<file path="src/rtl/seg_display_mux.sv">
// Stopwatch display driver: converts binary minutes/seconds to BCD and
// scans them onto a 4-digit common-anode display, blinking one field in adjust mode.
module seg_display_mux #(
  parameter int REFRESH_DIV = 100000,
  parameter int BLINK_DIV   = 50000000
) (
  input  logic       clk,
  input  logic       reset,
  input  logic [5:0] minutes,
  input  logic [5:0] seconds,
  input  logic       adjust,
  input  logic       sel,
  output logic [3:0] an,
  output logic [6:0] seg,
  output logic       dp
);

  localparam int RW = $clog2(REFRESH_DIV);
  localparam int BW = $clog2(BLINK_DIV);
  localparam logic [RW-1:0] R_LAST = RW'(REFRESH_DIV - 1);
  localparam logic [BW-1:0] B_LAST = BW'(BLINK_DIV - 1);

  logic [RW-1:0] rcnt;
  logic [1:0]    didx;
  logic [BW-1:0] bcnt;
  logic          phase;

  logic [5:0] field;
  logic [3:0] nib;
  logic       dash;
  logic       blank;
  logic [3:0] an_next;
  logic [6:0] seg_next;
  logic       dp_next;

  function automatic logic [6:0] enc(input logic [3:0] d);
    logic [6:0] s;
    s = 7'b1111111;
    case (d)
      4'd0: s = 7'b1000000;
      4'd1: s = 7'b1111001;
      4'd2: s = 7'b0100100;
      4'd3: s = 7'b0110000;
      4'd4: s = 7'b0011001;
      4'd5: s = 7'b0010010;
      4'd6: s = 7'b0000010;
      4'd7: s = 7'b1111000;
      4'd8: s = 7'b0000000;
      4'd9: s = 7'b0010000;
      default: s = 7'b1111111;
    endcase
    return s;
  endfunction

  // Digits 2/3 carry minutes, 0/2 are ones positions.
  always_comb begin
    field    = didx[1] ? minutes : seconds;
    dash     = field > 6'd59;
    nib      = didx[0] ? 4'(field / 6'd10) : 4'(field % 6'd10);
    seg_next = dash ? 7'b0111111 : enc(nib);
    dp_next  = (didx != 2'd2);
    blank    = adjust & phase & (didx[1] ^ sel);
    an_next  = blank ? 4'b1111 : ~(4'b0001 << didx);
  end

  always_ff @(posedge clk or posedge reset) begin
    if (reset) begin
      rcnt <= '0;
      didx <= 2'd0;
    end else if (rcnt == R_LAST) begin
      rcnt <= '0;
      didx <= didx + 2'd1;
    end else begin
      rcnt <= rcnt + 1'b1;
    end
  end

  // Held at zero outside adjust so the display never stays blanked.
  always_ff @(posedge clk or posedge reset) begin
    if (reset) begin
      bcnt  <= '0;
      phase <= 1'b0;
    end else if (!adjust) begin
      bcnt  <= '0;
      phase <= 1'b0;
    end else if (bcnt == B_LAST) begin
      bcnt  <= '0;
      phase <= ~phase;
    end else begin
      bcnt <= bcnt + 1'b1;
    end
  end

  always_ff @(posedge clk or posedge reset) begin
    if (reset) begin
      an  <= 4'b1111;
      seg <= 7'b1111111;
      dp  <= 1'b1;
    end else begin
      an  <= an_next;
      seg <= seg_next;
      dp  <= dp_next;
    end
  end

endmodule

</file>
<file path="config.mk">
export PLATFORM = sky130hd
export DESIGN_NAME = seg_display_mux
export DESIGN_NICKNAME = d
export VERILOG_FILES = /design/src/rtl/seg_display_mux.sv
export SDC_FILE = /design/constraint.sdc
export NUM_CORES = 1
export LEC_CHECK = 0
export ABC_AREA = 1
export CELL_PAD_IN_SITES_DETAIL_PLACEMENT = 0
export CELL_PAD_IN_SITES_GLOBAL_PLACEMENT = 1
export CORE_UTILIZATION = 47
export CTS_CLUSTER_SIZE = 12
export DETAILED_ROUTE_END_ITERATION = 8
export GPL_ROUTABILITY_DRIVEN = 0
export HOLD_SLACK_MARGIN = 0.02
export PLACE_DENSITY_LB_ADDON = 0.1
export SLEW_MARGIN = 20
export SYNTH_ARGS = -nofsm -noshare
export SYNTH_HDL_FRONTEND = slang
export SYNTH_SLANG_ARGS = --single-unit
</file>
<file path="constraint.sdc">
create_clock -name clk -period 6.8 [get_ports clk]
set_clock_uncertainty 0.1 [all_clocks]
set_input_delay 1.36 -clock clk [delete_from_list [all_inputs] [get_ports clk]]
set_output_delay 1.36 -clock clk [all_outputs]
set_load 0.02 [all_outputs]
</file>
# ---- Word level (Yosys, flattened, before mapping)
# Memories as Yosys holds them, arrays and structs flattened.
# Index checks and enable logic that the tools add are counted.
dict set report op_classes {
  addsub 3
  mul 0
  div 2
  magnitude_cmp 1
  n_eq_ne 4
  shift 1
  mux 9
  n_bitwise 5
  n_reduce_logical 0
}
# op n
set op_table {}
lappend op_table {{$mux 26} 2}
lappend op_table {{$add 26x1->26 const B} 1}
lappend op_table {{$eq 26x26->1 const B} 1}
lappend op_table {{$add 17x1->17 const B} 1}
lappend op_table {{$eq 17x17->1 const B} 1}
lappend op_table {{$mux 17} 1}
lappend op_table {{$mux 4} 2}
lappend op_table {{$mux 7} 1}
lappend op_table {{$div 6x4->6 const B} 1}
lappend op_table {{$gt 6x6->1 const B} 1}
lappend op_table {{$mod 6x4->6 const B} 1}
lappend op_table {{$mux 6} 1}
lappend op_table {{$not 4->4} 1}
lappend op_table {{$shl 1x2->4 const A} 1}
lappend op_table {{$add 2x1->2 const B} 1}
lappend op_table {{$and 1x1->1} 2}
lappend op_table {{$mux 1} 2}
lappend op_table {{$ne 2x1->1 const B} 1}
lappend op_table {{$ne 2x2->1 const B} 1}
lappend op_table {{$not 1->1} 1}
lappend op_table {{$xor 1x1->1} 1}
dict set report totals {
  register_bits 58
  latch_bits 0
  mem_bits_rw 0
  rom_bits 112
  inputBits 16
  out_inout_bits 12
  elab_cells 33
  memories 1
}
# name words width rd rd_ports_with_merged_regs write_ports line
set mem_list {}
lappend mem_list {{(no name shown)} 16 7 1 0 0 39} ;# case (d)

# ---- Longest topological paths before layout
# Gate-level depths: netlist of the first run.
# An unclocked memory read counts as a cell.
dict set report logic_depth {
  depth_word 5
  depth_mapped 23
  ltp_nobuf 22
}

# ---- Worst setup path before layout of the first run
# OpenSTA, ideal clock, no wires.
dict set report synth_path {
  kind {input to register}
  from {in seconds[3]}
  to {reg seg[3]}
  setup_time_ps 85
  arrival_time_ps 3356
  required_ps 6615
  setup_slack_ps 3258
  path_stages 18
  n_path_buf 0
  path_cell_list {inv_1 -> o21ai_2 -> inv_2 -> ha_1 -> nand2_1 -> nand2_1 -> inv_2 -> nand2_4 -> nand3_1 -> nand3_2 -> nand2_4 -> nand2_2 -> o21ai_1 -> inv_1 -> ha_1 -> nand3_1 -> nand3_1 -> nand3_1}
}
dict set report synth_via {
  elab_chain_cells 5
  elab_cells_between_ends 7
  cone_classes {div: 2; order compare: 1; mux: 3; memory: 1}
}
# element line
set synth_lines {}
lappend synth_lines {{start: declaration} 10} ;# input logic [5:0] seconds,
lappend synth_lines {{$mux 6 (*)} 57} ;# field = didx[1] ? minutes : seconds;
lappend synth_lines {{$mod 6x4->6 or $div 6x4->6 (tied branches)} 59} ;# nib = didx[0] ? 4'(field / 6'd10) : 4'(field % 6'd10);
lappend synth_lines {{$mux 4} 59}
lappend synth_lines {{$mem_v2 16x7} n/a}
lappend synth_lines {{$mux 7 (*)} 60} ;# seg_next = dash ? 7'b0111111 : enc(nib);
lappend synth_lines {{net seg_next[3]} 33} ;# logic [6:0] seg_next;
lappend synth_lines {{end signal: assignment} 101} ;# seg <= seg_next;
lappend synth_lines {{end: declaration} 14} ;# output logic [6:0] seg,
# Mark *: on every way through the listed nets, which the timed path passes. The rest lies on a longest branch.
# A chain may end at the register's enable or synchronous reset.

# ---- Worst setup path after layout of the first run
# Same ends and word-level chain as after synthesis.

==> impl_metrics.py, run 1 <==
metrics = {
    "drt": {
        "dr.pass1.iters": 4,
        "drt_iter0_drc": 159,
        "detail_route.wirelength_um": 6440,
        "via_per_inst": 4.89,
        "drtAntennaViolNets": 0,
        "num_vias": 2697,
        "drc": 0,
        "post_drt_wl_per_cell_um": 11.7,
    },
    "global_routing": {
        "grt-ovfl-total": 0,
        "grt.total_usage": 0.197,
        "grt_pass1_vias": 2596,
        "grt_max_degree": 59,
        "grt_pass1_wl_um": 11400,
        "antenna_found_initial": 0,
    },
    "clock_tree": {
        "clk_latency_ns": 0.33,
        "clock-sinks": 58,
        "cts_htree_levels": 3,
        "cts_setup_buffers": 0,
        "clkTransAtPathRegs_ns": 0.06,
        "root_buffer": "clkbuf_8",
        "post_cts_resize_count": 0,
        "cts_tree": "built",
        "clockBufferDepth": 2,
        "cts_made_buffers": 9,
        "cts_hold_buf": 0,
    },
    "timing": {
        "fin_tns_setup_ns": 0,
        "maxSlewViolCount": 0,
        "hold_viol_final": 0,
        "fin_hold_ws_ns": 0.361,
        "report.final.setup_viol": 0,
        "fmax_ghz": 0.258,
        "slew_headroom": 0.527,
        "finalCriticalPeriod_ns": 3.88,
        "fin_ws_ns": 2.92,
        "rsz0062_at_grt": "false",
        "fin_crit_sh": 0.571,
        "tightest_slew_ns": 0.710,
    },
    "yosys": {
        "ys_types": 37,
        "synth_nets": 441,
        "ys_seq_area_frac": 0.441,
        "synthCells": 413,
        "syn_area_per_cell_sq_um": 8.06,
        "synth.cell_area_sq_mm": 0.00333,
        "synth.ff_latch_count": 58,
        "synth-warning-count": 0,
    },
    "setup_path": {
        "cpMaxStageDelayCell": "clkdlybuf4s50_1",
        "critPathCaptureType": "flip-flop",
        "path_max_fanout": 5,
        "critical_path_class": "primary input to flip-flop",
        "cp.required_ns": 6.94,
        "r2r_slack_ns": 3.54,
        "critPathMostFrequentCell": "nand2_1",
        "crit_path_cell_trace": "clkdlybuf4s50_1 -> inv_1 -> o21ai_2 -> inv_2 -> ha_1 -> nand2_1 -> nand2_1 -> inv_2 -> nand2_4 -> nand2_2 -> nand2_1 -> nand2_1 -> inv_2 -> nand2_4 -> nand2_2 -> o21ai_1 -> inv_1 -> ha_1 -> nand3_1 -> nand3_1 -> nand3_1",
        "cpPeakStageDelay_ns": 0.45,
        "critPathLaunchType": "primary input",
        "cp.arrival_ns": 4.02,
    },
    "power_and_ir_drop": {
        "ir_worst_vdd_mv": 0.109,
        "p_total_mw": 0.794,
        "powerDensity_mw_per_mm2": 205,
        "power.leakage_nw": 1.76,
    },
    "die": {
        "initial_core_util": 0.487,
        "num_rows": 30,
        "die-area_sq_mm": 0.00742,
        "die_w_um": 86.1,
        "coreArea_sq_mm": 0.00683,
        "ios": 28,
        "fp.dieH_um": 86.1,
    },
    "final_layout": {
        "final_common_cell": "nand2_1",
        "num_antenna_cells": 0,
        "fin_util": 0.568,
        "syn2layout_area_growth_pct": 16.7,
        "stdcell_count": 551,
        "layout_common_cells": "nand2_1 (76), inv_1 (60), dfrtp_1 (46)",
        "nets": 478,
        "drive_above_1_share": 0.158,
        "final_area_sq_mm": 0.00388,
    },
    "placed_design": {
        "dp_hpwl_um": 4790,
        "dp.cells": 535,
        "placed_area_sq_mm": 0.00371,
        "pre_cts_ws_ns": 2.61,
        "portBuffers": 27,
    },
    "outcome": {
        "status": "finished clean",
    },
    "flow_run": {
        "max-cap-violations": 0,
    },
    "worst_hold_path": {
        "hold_path_class": "flip-flop to flip-flop",
    },
}
## flip-flops by register name (all words and copies together) (netlist names)
signal	count
bcnt	26
rcnt	17
seg	7
an	4
didx	2
dp	1
phase	1
## area by class of cell
type                    instances  area [sq um]
fillers                       662          2950
multi-input cells             283          1580
flip-flops and latches         58          1470
repair buffers                 28           278
inverters                      70           263
clock buffers                  11           141
well taps                      96           120
clock inverters                 5          30.0
## cells in the mapped netlist
library cell   n  area [sq um]
nand2_2       10          62.6
inv_1         61           229
nand3_2        4          40.0
clkbuf_1       1          3.75
xnor2_1        2          17.5
o21a_1         2          15.0
nor3_2         2          20.0
o22ai_1        1          6.26
ha_1          12           150
nand2_1       76           285
nand4_1        7          43.8
nor4_1         7          43.8
o211ai_1       1          7.51
dfrtp_1       46          1150
o21ai_2        3          26.3
nand3b_1       1          7.51
nor2_2         7          43.8
inv_2          7          26.3
nand3_4        1          17.5
nor3b_1        7          52.6
or2_0          1          6.26
clkinv_1       2          7.51
dfstp_2       12           315
nand2_4        6          67.6
a21oi_1       13          65.1
nor2_1        40           150
nand3_1       33           165
buf_6          1          11.3
a31oi_1        3          18.8
a21oi_2        2          17.5
o21ai_0        5          25.0
a211oi_1       2          15.0
xor2_1         9          78.8
o21bai_1       1          7.51
nor3_1        20           100
o21ai_1        4          20.0
or2_2          1          6.26
## per-layer routing
metal	GRT usage	share of wire	wire [um]	vias up
li1	-	-	-	1404
met1	0.248	0.48	3080	1245
met2	0.327	0.48	3080	37
met3	0.0443	0.023	151	11
met4	0.0788	0.020	131	0
met5	0	0	0	-
## logic make-up (layout without fill, tap and decap cells)
kind of cell    Yosys count  count (layout)  synth area share
fa+ha+maj                12              12            0.0451
buf+inv                  72             114            0.0835
flops                    58              58             0.441
xor+xnor                 11              11            0.0290
compound gates           37              37            0.0673
simple gates            223             223             0.334
## critical path, delay by kind of cell
kind | cells | cell delay (ns)
AOI/OAI and AO/OA | 2 | 0.49
adders and majority gates | 2 | 0.56
and+or+nand+nor | 11 | 0.76
buffers and inverters | 6 | 0.84
## power breakdown
part / internal (mW) / leakage, nW / total (mW) / switching [mW]
Sequential: 0.370 / 0.751 / 0.375 / 0.00506
Combinational: 0.0585 / 0.923 / 0.145 / 0.0864
Clock: 0.140 / 0.0851 / 0.274 / 0.134
Total: 0.569 / 1.76 / 0.794 / 0.226
## final timing paths
path | start | to | cells after the start
setup / recovery | seconds[3] | seg[3] | 21
hold / removal | rcnt[0] | rcnt[0] | 1
setup reg to reg | didx[1] | seg[3] | 20
hold reg to reg | rcnt[0] | rcnt[0] | 1
max in group asynchronous | reset | didx[0] | 3
min in group asynchronous | reset | bcnt[23] | 3
Note: power is estimated with default switching activity, not from simulation.
==> inputs of run 2 (changes only) <==
--- a/config.mk
+++ b/config.mk
@@ -8,7 +8,7 @@
 export ABC_AREA = 1
 export CELL_PAD_IN_SITES_DETAIL_PLACEMENT = 0
 export CELL_PAD_IN_SITES_GLOBAL_PLACEMENT = 1
-export CORE_UTILIZATION = 47
+export CORE_UTILIZATION = 43
 export CTS_CLUSTER_SIZE = 12
 export DETAILED_ROUTE_END_ITERATION = 8
 export GPL_ROUTABILITY_DRIVEN = 0
==> constraint.sdc (replaced) <==
create_clock -name clk -period 3.89 [get_ports clk]
set_clock_uncertainty 0.1 [all_clocks]
set_input_delay 0.778 -clock clk [delete_from_list [all_inputs] [get_ports clk]]
set_output_delay 0.778 -clock clk [all_outputs]
set_load 0.02 [all_outputs]
==> impl_metrics.py, run 2 (synthesis gave the netlist of run 1 again) <==
metrics = {
    "setup_path": {
        "critical_path_class": "primary input to flip-flop",
        "r2r_slack_ns": 0.88,
        "cp.required_ns": 4.05,
        "cp_num_buf_inv": 6,
        "critPathCaptureType": "flip-flop",
        "cpMaxStageDelayCell": "clkdlybuf4s50_1",
        "cpPeakStageDelay_ns": 0.45,
        "path_max_fanout": 5,
        "crit_start": "seconds[3]",
        "critPathLaunchType": "primary input",
        "crit_family": "simple AND/OR/NAND/NOR gates",
        "ff2ff_path_depth": 20,
        "timing.rr.start": "didx[1]",
        "worstReg2RegEnd": "seg[3]",
        "cp.arrival_ns": 3.25,
        "crit_path_cell_trace": "clkdlybuf4s50_1 -> inv_1 -> o21ai_2 -> inv_2 -> ha_1 -> nand2_1 -> nand2_1 -> inv_2 -> nand2_4 -> nand2_2 -> nand2_1 -> nand2_1 -> inv_2 -> nand2_4 -> nand3_1 -> nand3_1 -> nand2_2 -> inv_2 -> ha_1 -> nand3b_1 -> nand3_1 -> nand3_1",
    },
    "power_and_ir_drop": {
        "p_sw_mw": 0.404,
        "swShare": 0.258,
        "p_int_mw": 1.16,
        "comb_power_share": 0.160,
        "seqPwrFrac": 0.418,
        "power.leakage_nw": 1.80,
        "powerDensity_mw_per_mm2": 395,
        "clkPwrFrac": 0.422,
        "p_total_mw": 1.57,
        "ir_worst_vdd_mv": 0.150,
    },
    "drt": {
        "dr.pass1.iters": 4,
        "drc": 0,
        "drt_iter0_drc": 58,
        "num_vias": 2669,
        "via_per_inst": 4.80,
        "post_drt_wl_per_cell_um": 11.8,
        "drtAntennaViolNets": 0,
        "detail_route.wirelength_um": 6580,
    },
    "timing": {
        "fmax_ghz": 0.323,
        "finalCriticalPeriod_ns": 3.09,
        "fin_crit_sh": 0.796,
        "report.final.setup_viol": 0,
        "hold_viol_final": 0,
        "tightest_slew_ns": 0.823,
        "maxSlewViolCount": 0,
        "rsz0062_at_grt": "false",
        "slew_headroom": 0.452,
        "fin_tns_setup_ns": 0,
    },
    "clock_tree": {
        "clock-sinks": 58,
        "cts_tree": "built",
        "cts_setup_buffers": 0,
        "clk_latency_ns": 0.33,
        "post_cts_resize_count": 0,
        "cts_htree_levels": 3,
        "cts_made_buffers": 9,
        "clkTransAtPathRegs_ns": 0.07,
        "root_buffer": "clkbuf_8",
        "clockBufferDepth": 2,
        "cts_hold_buf": 0,
    },
    "global_routing": {
        "antenna_found_initial": 0,
        "grt_max_degree": 49,
        "grt.total_usage": 0.182,
        "grt_pass1_wl_um": 11900,
        "grt_pass1_vias": 2663,
        "grt-ovfl-total": 0,
    },
    "final_layout": {
        "largest_reg_flops": 26,
        "num_antenna_cells": 0,
        "layout_common_cells": "nand2_1 (76), inv_1 (60), dfrtp_1 (46)",
        "nets": 480,
        "reg.largest.list": "bcnt: 26 flops, rcnt: 17 flops, seg: 7 flops",
        "final_area_sq_mm": 0.00397,
        "syn2layout_area_growth_pct": 19.3,
        "drive_above_1_share": 0.164,
        "multi_input_area_sq_mm": 0.00158,
        "fin_util": 0.538,
        "regMostFlops": "bcnt",
        "final_common_cell": "nand2_1",
        "ff_latch_area_sq_mm": 0.00147,
        "fillers": 709,
        "stdcell_count": 556,
    },
    "flow_run": {
        "max-cap-violations": 0,
    },
    "placed_design": {
        "portBuffers": 27,
        "dp_hpwl_um": 4880,
        "dp.cells": 540,
        "placed_area_sq_mm": 0.00373,
    },
    "die": {
        "fp.dieH_um": 90.0,
        "initial_core_util": 0.451,
        "num_rows": 31,
        "die-area_sq_mm": 0.00809,
        "die_w_um": 90.0,
        "coreArea_sq_mm": 0.00737,
        "ios": 28,
    },
    "worst_hold_path": {
        "hold_path_class": "flip-flop to flip-flop",
        "holdPathStages": 1,
        "holdPathEnd": "bcnt[0]",
        "hp-start": "bcnt[0]",
    },
    "outcome": {
        "status": "finished clean",
    },
}
## run 2: changes by cell type in the layout (fill, tap and decap cells not counted)
cell	delta
clkinv_2	-1
clkbuf_1	-1
clkbuf_8	+2
bufinv_16	+2
buf_4	+2
inv_2	-1
clkinvlp_4	-1
## run 2: power groups by stage
stage	Sequential [mW]	Clock [mW]	Combinational, mW
final	0.654	0.661	0.251
after global routing	0.658	0.706	0.280
after CTS	0.654	0.681	0.255
after detailed placement	0.666	0	0.255
after global placement	0.665	0	0.253
after floorplan	0.699	0	0.130
## run 2: final cells by class
class,count,share of cell area
multi-input cells,283,0.399
flip-flops and latches,58,0.370
repair buffers,30,0.0738
inverters,70,0.0665
clock buffers,12,0.0416
well taps,99,0.0312
clock inverters,4,0.0183
## run 2: layer usage
layer,vias to the layer above,wire length (um),global-route usage,part of all wire
li1,1412,-,-,-
met1,1211,3380,0.248,0.51
met2,33,2910,0.284,0.44
met3,13,142,0.0321,0.022
met4,0,143,0.0780,0.022
met5,-,0,0,0
## run 2: how the worst max path moves through the flow
stage | endpoint | slack [ns] | depth (start not counted)
5_1_grt | seg[3] | 0.40 | 20
4_1_cts | seg[0] | 0.80 | 22
6_report | seg[0] | 0.80 | 22
3_5_place_dp | seg[3] | 0.44 | 19
3_3_place_gp | seg[3] | 0.48 | 19
2_1_floorplan | seg[3] | 0.93 | 18
## run 2: per-stage QoR
| step | hold slack (ns) | worst slack, ns |
|---|---|---|
| final | 0.359 | 0.795 |
| after floorplan | 0.333 | 0.930 |
| after global routing | 0.379 | 0.398 |
| after CTS | 0.362 | 0.798 |
| after detailed placement | 0.353 | 0.437 |
| after global placement | 0.349 | 0.484 |
